`config.mk`:
```
export PLATFORM = sky130hd
export DESIGN_NAME = soc_test_supervisor_flat
export DESIGN_NICKNAME = d
export VERILOG_FILES = /design/src/rtl/soc_test_supervisor_if.sv /design/src/rtl/soc_test_supervisor.sv /design/src/flat_wrapper.sv
export SDC_FILE = /design/constraint.sdc
export NUM_CORES = 1
export LEC_CHECK = 0
export BUFFER_PORTS_ARGS = -buffer_cell sky130_fd_sc_hd__buf_2
export CORE_UTILIZATION = 35
export DETAILED_ROUTE_END_ITERATION = 10
export PLACE_DENSITY = 0.63
export SETUP_SLACK_MARGIN = 0.05
export SLEW_MARGIN = 20
export SYNTH_ARGS = -nofsm -noshare
export SYNTH_HDL_FRONTEND = slang
export SYNTH_SLANG_ARGS = --single-unit
```
`constraint.sdc`:
```
create_clock -name clk -period 2.64 [get_ports clk]
set_input_delay 0.264 -clock clk [delete_from_list [all_inputs] [get_ports clk]]
set_output_delay 0.264 -clock clk [all_outputs]
set_load 0.01 [all_outputs]
```
`src/rtl/soc_test_supervisor_if.sv`:
```
// Signal bundle between the test supervisor (slave) and the side that drives
// the SoC LED bus and restart pulse (master).
interface soc_test_supervisor_if #(
    parameter int unsigned LED_WIDTH   = 8,
    parameter int unsigned COUNT_WIDTH = 16
);
    logic                   start;
    logic [LED_WIDTH-1:0]   leds;
    logic                   soc_rst_n;
    logic                   running;
    logic                   done;
    logic                   pass;
    logic                   fail;
    logic                   timeout;
    logic [31:0]            cycle_count;
    logic [COUNT_WIDTH-1:0] change_count;
    logic [LED_WIDTH-1:0]   last_leds;

    modport master (
        output start, leds,
        input  soc_rst_n, running, done, pass, fail, timeout,
        input  cycle_count, change_count, last_leds
    );

    modport slave (
        input  start, leds,
        output soc_rst_n, running, done, pass, fail, timeout,
        output cycle_count, change_count, last_leds
    );
endinterface

```
`src/rtl/soc_test_supervisor.sv`:
```
// SoC test supervisor: sequences the SoC reset, watches the LED bus for a stable
// pass/fail code, counts LED transitions and flags a timeout.
module soc_test_supervisor #(
    parameter int unsigned          LED_WIDTH      = 8,
    parameter int unsigned          RESET_CYCLES   = 3,
    parameter int unsigned          TIMEOUT_CYCLES = 600,
    parameter int unsigned          STABLE_CYCLES  = 4,
    parameter logic [LED_WIDTH-1:0] PASS_CODE      = 8'hAA,
    parameter logic [LED_WIDTH-1:0] FAIL_CODE      = 8'hFF,
    parameter int unsigned          COUNT_WIDTH    = 16
) (
    input logic                  clk,
    input logic                  rst_n,
    soc_test_supervisor_if.slave bus
);

    localparam int unsigned HOLD_W   = $clog2(RESET_CYCLES + 1);
    localparam int unsigned STABLE_W = $clog2(STABLE_CYCLES + 1);

    localparam logic [HOLD_W-1:0]   HOLD_LAST    = HOLD_W'(RESET_CYCLES - 1);
    localparam logic [STABLE_W-1:0] STABLE_LAST  = STABLE_W'(STABLE_CYCLES - 1);
    localparam logic [31:0]         TIMEOUT_LAST = 32'(TIMEOUT_CYCLES - 1);

    typedef enum logic [1:0] {StHold, StRun, StDone} state_e;

    state_e                 state_q, state_d;
    logic                   soc_rst_n_q, soc_rst_n_d;
    logic                   running_q, running_d;
    logic                   done_q, done_d;
    logic                   pass_q, pass_d;
    logic                   fail_q, fail_d;
    logic                   timeout_q, timeout_d;
    logic [31:0]            cycle_count_q, cycle_count_d;
    logic [COUNT_WIDTH-1:0] change_count_q, change_count_d;
    logic [LED_WIDTH-1:0]   last_leds_q, last_leds_d;
    logic [LED_WIDTH-1:0]   leds_q, leds_d;
    logic [HOLD_W-1:0]      hold_cnt_q, hold_cnt_d;
    logic [STABLE_W-1:0]    stable_cnt_q, stable_cnt_d;

    logic same;
    logic verdict_pass;
    logic verdict_fail;

    always_ff @(posedge clk or negedge rst_n) begin
        if (!rst_n) begin
            state_q        <= StHold;
            soc_rst_n_q    <= 1'b0;
            running_q      <= 1'b0;
            done_q         <= 1'b0;
            pass_q         <= 1'b0;
            fail_q         <= 1'b0;
            timeout_q      <= 1'b0;
            cycle_count_q  <= '0;
            change_count_q <= '0;
            last_leds_q    <= '0;
            leds_q         <= '0;
            hold_cnt_q     <= '0;
            stable_cnt_q   <= '0;
        end else begin
            state_q        <= state_d;
            soc_rst_n_q    <= soc_rst_n_d;
            running_q      <= running_d;
            done_q         <= done_d;
            pass_q         <= pass_d;
            fail_q         <= fail_d;
            timeout_q      <= timeout_d;
            cycle_count_q  <= cycle_count_d;
            change_count_q <= change_count_d;
            last_leds_q    <= last_leds_d;
            leds_q         <= leds_d;
            hold_cnt_q     <= hold_cnt_d;
            stable_cnt_q   <= stable_cnt_d;
        end
    end

    always_comb begin
        state_d        = state_q;
        soc_rst_n_d    = soc_rst_n_q;
        running_d      = running_q;
        done_d         = done_q;
        pass_d         = pass_q;
        fail_d         = fail_q;
        timeout_d      = timeout_q;
        cycle_count_d  = cycle_count_q;
        change_count_d = change_count_q;
        last_leds_d    = last_leds_q;
        leds_d         = leds_q;
        hold_cnt_d     = hold_cnt_q;
        stable_cnt_d   = stable_cnt_q;

        same         = (leds_q == last_leds_q);
        verdict_pass = same && (stable_cnt_q == STABLE_LAST) && (last_leds_q == PASS_CODE);
        verdict_fail = same && (stable_cnt_q == STABLE_LAST) && (last_leds_q == FAIL_CODE);

        if (bus.start) begin
            // Restart wins over everything; leds_q is cleared too so the first
            // sample of the new run is compared against a clean history.
            state_d        = StHold;
            soc_rst_n_d    = 1'b0;
            running_d      = 1'b0;
            done_d         = 1'b0;
            pass_d         = 1'b0;
            fail_d         = 1'b0;
            timeout_d      = 1'b0;
            cycle_count_d  = '0;
            change_count_d = '0;
            last_leds_d    = '0;
            leds_d         = '0;
            hold_cnt_d     = '0;
            stable_cnt_d   = '0;
        end else begin
            unique case (state_q)
                StHold: begin
                    hold_cnt_d = hold_cnt_q + HOLD_W'(1);
                    if (hold_cnt_q == HOLD_LAST) begin
                        state_d     = StRun;
                        soc_rst_n_d = 1'b1;
                        running_d   = 1'b1;
                    end
                end
                StRun: begin
                    leds_d = bus.leds;
                    if (!same) begin
                        last_leds_d  = leds_q;
                        stable_cnt_d = '0;
                        if (!(&change_count_q)) begin
                            change_count_d = change_count_q + COUNT_WIDTH'(1);
                        end
                    end else if (stable_cnt_q != STABLE_LAST) begin
                        stable_cnt_d = stable_cnt_q + STABLE_W'(1);
                    end

                    // The cycle that ends RUN is not added to cycle_count.
                    if (verdict_pass || verdict_fail || (cycle_count_q == TIMEOUT_LAST)) begin
                        state_d   = StDone;
                        running_d = 1'b0;
                        done_d    = 1'b1;
                        pass_d    = verdict_pass;
                        fail_d    = verdict_fail;
                        timeout_d = !verdict_pass && !verdict_fail;
                    end else if (!(&cycle_count_q)) begin
                        cycle_count_d = cycle_count_q + 32'd1;
                    end
                end
                StDone: begin
                end
                default: begin
                    state_d = StHold;
                end
            endcase
        end
    end

    assign bus.soc_rst_n    = soc_rst_n_q;
    assign bus.running      = running_q;
    assign bus.done         = done_q;
    assign bus.pass         = pass_q;
    assign bus.fail         = fail_q;
    assign bus.timeout      = timeout_q;
    assign bus.cycle_count  = cycle_count_q;
    assign bus.change_count = change_count_q;
    assign bus.last_leds    = last_leds_q;

endmodule

```
`src/flat_wrapper.sv`:
```
// flat-port wrapper written by rule: the top's interface ports become plain ports
module soc_test_supervisor_flat 
#(
    parameter int unsigned          LED_WIDTH      = 8,
    parameter int unsigned          RESET_CYCLES   = 3,
    parameter int unsigned          TIMEOUT_CYCLES = 600,
    parameter int unsigned          STABLE_CYCLES  = 4,
    parameter logic [LED_WIDTH-1:0] PASS_CODE      = 8'hAA,
    parameter logic [LED_WIDTH-1:0] FAIL_CODE      = 8'hFF,
    parameter int unsigned          COUNT_WIDTH    = 16
)
  (clk, rst_n, bus_start, bus_leds, bus_soc_rst_n, bus_running, bus_done, bus_pass, bus_fail, bus_timeout, bus_cycle_count, bus_change_count, bus_last_leds);
  soc_test_supervisor_if #(.LED_WIDTH(LED_WIDTH), .COUNT_WIDTH(COUNT_WIDTH)) bus_i ();
  input logic clk;
  input logic rst_n;
  input wire logic [$bits(bus_i.start)-1:0] bus_start;
  input wire logic [$bits(bus_i.leds)-1:0] bus_leds;
  output wire logic [$bits(bus_i.soc_rst_n)-1:0] bus_soc_rst_n;
  output wire logic [$bits(bus_i.running)-1:0] bus_running;
  output wire logic [$bits(bus_i.done)-1:0] bus_done;
  output wire logic [$bits(bus_i.pass)-1:0] bus_pass;
  output wire logic [$bits(bus_i.fail)-1:0] bus_fail;
  output wire logic [$bits(bus_i.timeout)-1:0] bus_timeout;
  output wire logic [$bits(bus_i.cycle_count)-1:0] bus_cycle_count;
  output wire logic [$bits(bus_i.change_count)-1:0] bus_change_count;
  output wire logic [$bits(bus_i.last_leds)-1:0] bus_last_leds;
  assign bus_i.start = bus_start;
  assign bus_i.leds = bus_leds;
  assign bus_soc_rst_n = bus_i.soc_rst_n;
  assign bus_running = bus_i.running;
  assign bus_done = bus_i.done;
  assign bus_pass = bus_i.pass;
  assign bus_fail = bus_i.fail;
  assign bus_timeout = bus_i.timeout;
  assign bus_cycle_count = bus_i.cycle_count;
  assign bus_change_count = bus_i.change_count;
  assign bus_last_leds = bus_i.last_leds;
  soc_test_supervisor #(.LED_WIDTH(LED_WIDTH), .RESET_CYCLES(RESET_CYCLES), .TIMEOUT_CYCLES(TIMEOUT_CYCLES), .STABLE_CYCLES(STABLE_CYCLES), .PASS_CODE(PASS_CODE), .FAIL_CODE(FAIL_CODE), .COUNT_WIDTH(COUNT_WIDTH)) u_core (.clk(clk), .rst_n(rst_n), .bus(bus_i));
endmodule
```
==> impl_metrics.yaml, run 1 <==
global_route:
  grt_max_degree: 78
  grt_pass1_wl_um: 18200
  grt_util_all_layers_pct: 18.1
  antenna_found_initial: 0
  grt-ovfl-total: 0
  grt_pass1_vias: 3600
synthesis:
  synth_flop_cell: "dfrtp_1"
  syn-num-nets: 477
  synthArstFlopShare_pct: 100
  seq_area_frac_synth_pct: 45.2
  syn_avg_cell_area_um2: 9.25
  synth_top_area_share_pct: 45.2
  synthMostInstantiatedCell: "dfrtp_1"
  synth_common_cells: "77 x dfrtp_1, 49 x nor2_1, 45 x nand2_1"
  yosys.area.top_type: "dfrtp_1"
  synth_edf_count: 0
  netlist_instances: 461
  ys_warn_count: 0
  mappedNetlistArea_um2: 4270
  synth_area_leaders: "dfrtp_1 45%, a21oi_1 5.0%, nor2_1 4.3%"
  ys_ff_latch: 77
  yosysUniqueCellTypes: 43
final_layout:
  final_cells: 701
  drive_above_1_share_pct: 24.7
  fin_util_pct: 45.5
  area_growth_pct: 24.3
  num_antenna_cells: 0
  nNetsFinal: 569
  finalInstanceArea_um2: 5300
clocking:
  cts.path.max_buffers: 2
  cts.sinks: 77
  ctsHoldBuffers: 0
  cts_tree: "yes"
  clk_pin_slew_ns: 0.06
  htreeDepth: 3
  cts_root_buf: "clkbuf_16"
  cts_setup_buffers: 0
  numCtsBuffers: 9
  clock_latency_ns: 0.34
pwr:
  power.internal_w: 0.00225
  p_switching_w: 0.00103
  combPwrFrac_pct: 21.5
  p_per_area_nw_per_um2: 617
  p_seq_share_pct: 40.3
  p_leak_nw: 2.47
  ir_worst_vdd_mv: 0.511
  sw_frac_of_total_pct: 31.3
  clkPwrFrac_pct: 38.2
timing:
  fin_worst_skew_ns: 0.00703
  post-route-period-util_pct: 90.3
  maxSlewViolCount: 0
  period_needed_ns: 2.38
  tightest_slew_ns: 0.728
  fmax_ghz: 0.419
  rsz0062_at_grt: "false"
  fin_hold_ws_ns: -0.0505
  slew_headroom_pct: 51.5
  setup_viol: 0
  hold_viol: 77
  fin_setup_tns_ns: 0
setup_path:
  reg2reg_depth: 8
  endpoint_kind: "register"
  arrival_ns: 2.64
  critical_path_required_ns: 2.90
  critical_path_class: "reg2reg"
  critical_path_peak_fanout: 14
  startpoint_type: "register"
die:
  dieArea_um2: 12600
  dieHeight_um: 112
  start_util_pct: 36.6
  num_rows: 39
  core_um2: 11700
  ios: 73
  die_width_um: 112
place:
  numPortBuffers: 72
  placed_cell_area_um2: 4950
  gp_congestion: 0.805
  dpl.cell_count: 683
  place.detailed.hpwl_um: 7280
route:
  routedLengthMet1_um: 5260
  routed_wl_um: 11200
  routedWlPerCell_um: 16.0
  drc_errors: 0
  wl_met2_um: 5290
  drt_iter0_drc: 224
  wl_met3_um: 605
  vias: 3861
  first_pass_iters: 4
  postRouteAntennaNets: 0
  via_per_inst: 5.51
  top_layer_used: "met4"
run_status:
  outcome: "complete, but fails checks"
  failed_checks: "negative hold slack"
hold_path:
  min_path_type: "in2async"
run:
  maxCapViolations: 0
per-stage QoR:
step           setup WS, ns  power, W  hold slack, ns
3_5_place_dp        -0.0613   0.00201           0.496
5_1_grt              0.0937   0.00346         0.00939
6_report              0.255   0.00327         -0.0505
3_3_place_gp        -0.0129   0.00200           0.489
4_1_cts              0.0636   0.00329           0.136
2_1_floorplan         0.490   0.00176         -0.0316
flip-flops by register name (all words and copies together), names as in the netlist:
| register | cells |
|---|---|
| u_core.bus.change_count | 16 |
| u_core.bus.done | 1 |
| u_core.bus.running | 1 |
| u_core.leds_q | 8 |
| u_core.stable_cnt_q | 3 |
| u_core.state_q | 2 |
| u_core.bus.fail | 1 |
| u_core.bus.soc_rst_n | 1 |
| u_core.hold_cnt_q | 2 |
| u_core.bus.pass | 1 |
| u_core.bus.timeout | 1 |
| u_core.bus.last_leds | 8 |
| u_core.bus.cycle_count | 32 |
kinds of logic after synthesis:
family / count (synthesis) / share of synthesized area (%)
flip-flops: 77 / 45.2
XOR/XNOR: 21 / 4.31
AND/OR/NAND/NOR: 216 / 27.4
multiplexers: 20 / 5.22
adder cells (fa/ha/maj): 5 / 1.47
buffers and inverters: 37 / 4.11
AO/OA/AOI/OAI: 85 / 12.4
critical path: stages (launching register included):
cell	delay, ns
dfrtp_1	0.41
ha_1	0.21
ha_1	0.23
nand3_1	0.09
nor2_1	0.06
nand2_1	0.28
o21bai_2	0.29
or4_1	0.56
a21oi_1	0.17
per-layer routing:
| metal | vias to the layer above | track usage (%) |
|---|---|---|
| li1 | 1870 | - |
| met5 | - | 0 |
| met1 | 1883 | 23.6 |
| met3 | 6 | 6.16 |
| met4 | 0 | 3.73 |
| met2 | 102 | 29.3 |
placed cells by master (no fill, tap or decap), types with 9 or more instances in the layout:
cell / instances
nor4_1: 9
and3_1: 11
buf_4: 35
nor2b_1: 14
nand4_1: 14
o31ai_1: 19
nor3_1: 15
buf_2: 71
a21oi_1: 43
xor2_1: 18
clkbuf_16: 9
dfrtp_1: 77
nand3_1: 16
nand2_1: 45
nor2_1: 49
or4_1: 20
power by group through the flow:
stage,clock network (W),logic (W),registers (W)
final,0.00125,0.000703,0.00132
after global routing,0.00134,0.000786,0.00133
after CTS,0.00128,0.000691,0.00132
after detailed placement,0,0.000674,0.00134
after global placement,0,0.000659,0.00134
after floorplan,0,0.000419,0.00134
final cells by class:
class	instances	area, um^2
Tap cell	143	179
Multi-Input combinational cell	349	2220
Clock inverter	6	71.3
Sequential cell	77	1930
Clock buffer	10	229
Inverter	8	30.0
Timing Repair Buffer	108	649
Fill cell	1140	6360
final timing paths:
path | endpoint | from | slack [ns]
max | u_core.bus.cycle_count[3] | u_core.stable_cnt_q[0] | 0.26
max reg2reg | u_core.bus.cycle_count[3] | u_core.stable_cnt_q[0] | 0.26
min reg2reg | u_core.bus.pass | u_core.bus.pass | 0.51
min | u_core.bus.cycle_count[18] | rst_n | -0.05
max in group asynchronous | u_core.leds_q[7] | rst_n | 2.19
min in group clk | u_core.leds_q[3] | bus_leds[3] | 0.15
timing repair:
item,in CTS,in global routing
pin swaps,1,0
resized for setup,0,4
endpoints found under the setup margin,13,38
cloned,1,1
Power figures use the tool's default switching activity.
==> inputs of run 2 (changes only) <==
- CORE_ASPECT_RATIO: default -> 1.25
- CORE_UTILIZATION: 35 -> 30
- PLACE_DENSITY: 0.63 -> 0.57
==> run 2 against run 1 <==
Critical path type unchanged. Setup slack got worse by 0.066 ns. The flow still finishes with violations (negative hold slack). Worst hold slack got worse by 0.013 ns. Wire length shrank 2.7%.
==> impl_metrics.yaml, run 2 (synthesized netlist as in run 1, its figures left out) <==
clocking:
  clk_pin_slew_ns: 0.06
  cts.sinks: 77
  cts.path.max_buffers: 2
  cts_root_buf: "clkbuf_16"
  post_cts_resized: 0
  cts_tree: "yes"
  ctsHoldBuffers: 0
  clock_latency_ns: 0.34
  numCtsBuffers: 9
  htreeDepth: 3
  cts_setup_buffers: 0
route:
  routed_wl_um: 10900
  postRouteAntennaNets: 0
  vias: 3727
  first_pass_iters: 4
  routedWlPerCell_um: 15.4
  via_per_inst: 5.25
  drc_errors: 0
  drt_iter0_drc: 141
die:
  dieArea_um2: 14700
  core_um2: 13900
  die_width_um: 109
  num_rows: 48
  dieHeight_um: 135
  start_util_pct: 30.7
  ios: 73
timing:
  fin_setup_tns_ns: 0
  tightest_slew_ns: 0.722
  maxSlewViolCount: 0
  hold_viol: 60
  slew_headroom_pct: 51.8
  fmax_ghz: 0.408
  setup_viol: 0
  rsz0062_at_grt: "false"
  period_needed_ns: 2.45
  fin_worst_skew_ns: 0.00747
  fin_hold_ws_ns: -0.0636
  post-route-period-util_pct: 92.8
hold_path:
  min_path_type: "in2async"
global_route:
  grt_pass1_vias: 3593
  grt-ovfl-total: 0
  grt_max_degree: 78
  antenna_found_initial: 0
  grt_util_all_layers_pct: 15.5
  grt_pass1_wl_um: 18000
final_layout:
  fillers: 1419
  final_cells: 710
  drive_above_1_share_pct: 21.3
  area_growth_pct: 20.1
  largest_register_ffs: 32
  layout_commonest_cell: "dfrtp_1"
  num_antenna_cells: 0
  nNetsFinal: 546
  fin_util_pct: 36.9
  mostFrequentLayoutCells: "77 x dfrtp_1, 71 x buf_2, 49 x nor2_1"
setup_path:
  r2r_setup_slack_ns: 0.19
  arrival_ns: 2.67
  critical_path_required_ns: 2.86
  endpoint_kind: "register"
  reg2reg_depth: 8
  crit_start: "u_core.bus.cycle_count[0]"
  cp-endpoint: "u_core.bus.cycle_count[13]"
  critical_path_peak_fanout: 59
  r2r_end: "u_core.bus.cycle_count[13]"
  r2r_start: "u_core.bus.cycle_count[0]"
  startpoint_type: "register"
  critical_path_class: "reg2reg"
run_status:
  outcome: "complete, but fails checks"
  failed_checks: "negative hold slack"
place:
  place.detailed.hpwl_um: 7460
  gp_congestion: 0.772
  dpl.cell_count: 694
  numPortBuffers: 72
run:
  maxCapViolations: 0
pwr:
  p_per_area_nw_per_um2: 610
  p_leak_nw: 2.33
  power_w: 0.00312
  ir_worst_vdd_mv: 0.354
-- run 2: changes by cell type in the layout (fill, tap and decap cells not counted), sizes merged --
cell and change:
o21bai -2, buf -21, clkbuf -1, inv +1
clkinv +1, bufinv -1
-- run 2: how the worst min path moves through the flow --
stage	from	depth (start not counted)	slack (ns)	endpoint
after floorplan	rst_n	0	-0.03	u_core.bus.change_count[0]
after global placement	u_core.bus.fail	1	0.48	u_core.bus.fail
after detailed placement	u_core.bus.pass	1	0.47	u_core.bus.pass
after CTS	rst_n	1	0.14	u_core.leds_q[2]
after global routing	rst_n	1	0.03	u_core.leds_q[2]
final	rst_n	1	-0.06	u_core.leds_q[0]
-- run 2: per-layer routing --
layer | vias to the layer above | track usage, % | share of wire [%]
li1 | 1820 | - | -
met1 | 1821 | 19.7 | 45
met2 | 74 | 26.1 | 50
met3 | 12 | 3.22 | 4.2
met4 | 0 | 5.18 | 1.4
met5 | - | 0 | 0
-- run 2: layout make-up --
class	instances	area, um^2	area share (%)
Clock inverter	7	58.8	1.15
Clock buffer	9	225	4.40
Inverter	8	30.0	0.586
Timing Repair Buffer	87	492	9.60
Sequential cell	77	1930	37.6
Tap cell	175	219	4.27
Multi-Input combinational cell	347	2170	42.4
-- run 2: per-stage QoR --
step,worst slack (ns),instance area [um^2]
final,0.189,5120
after floorplan,0.490,4270
after CTS,0.198,5120
after detailed placement,0.243,4830
after global placement,0.380,4830
after global routing,0.0791,5120
-- run 2: power breakdown --
part	switching (W)	total [W]	internal [W]
sequential	0.0000694	0.00132	0.00125
combinational	0.000404	0.000622	0.000217
clock	0.000531	0.00118	0.000650
total	0.00100	0.00312	0.00212
-- run 2: critical path: stages, from the launching register on --
cell,delay (ns)
dfrtp_1,0.43
ha_1,0.27
nor4b_1,0.28
nand4_1,0.14
nor3_1,0.32
o21bai_4,0.21
buf_12,0.24
nor3_1,0.10
mux2_1,0.32
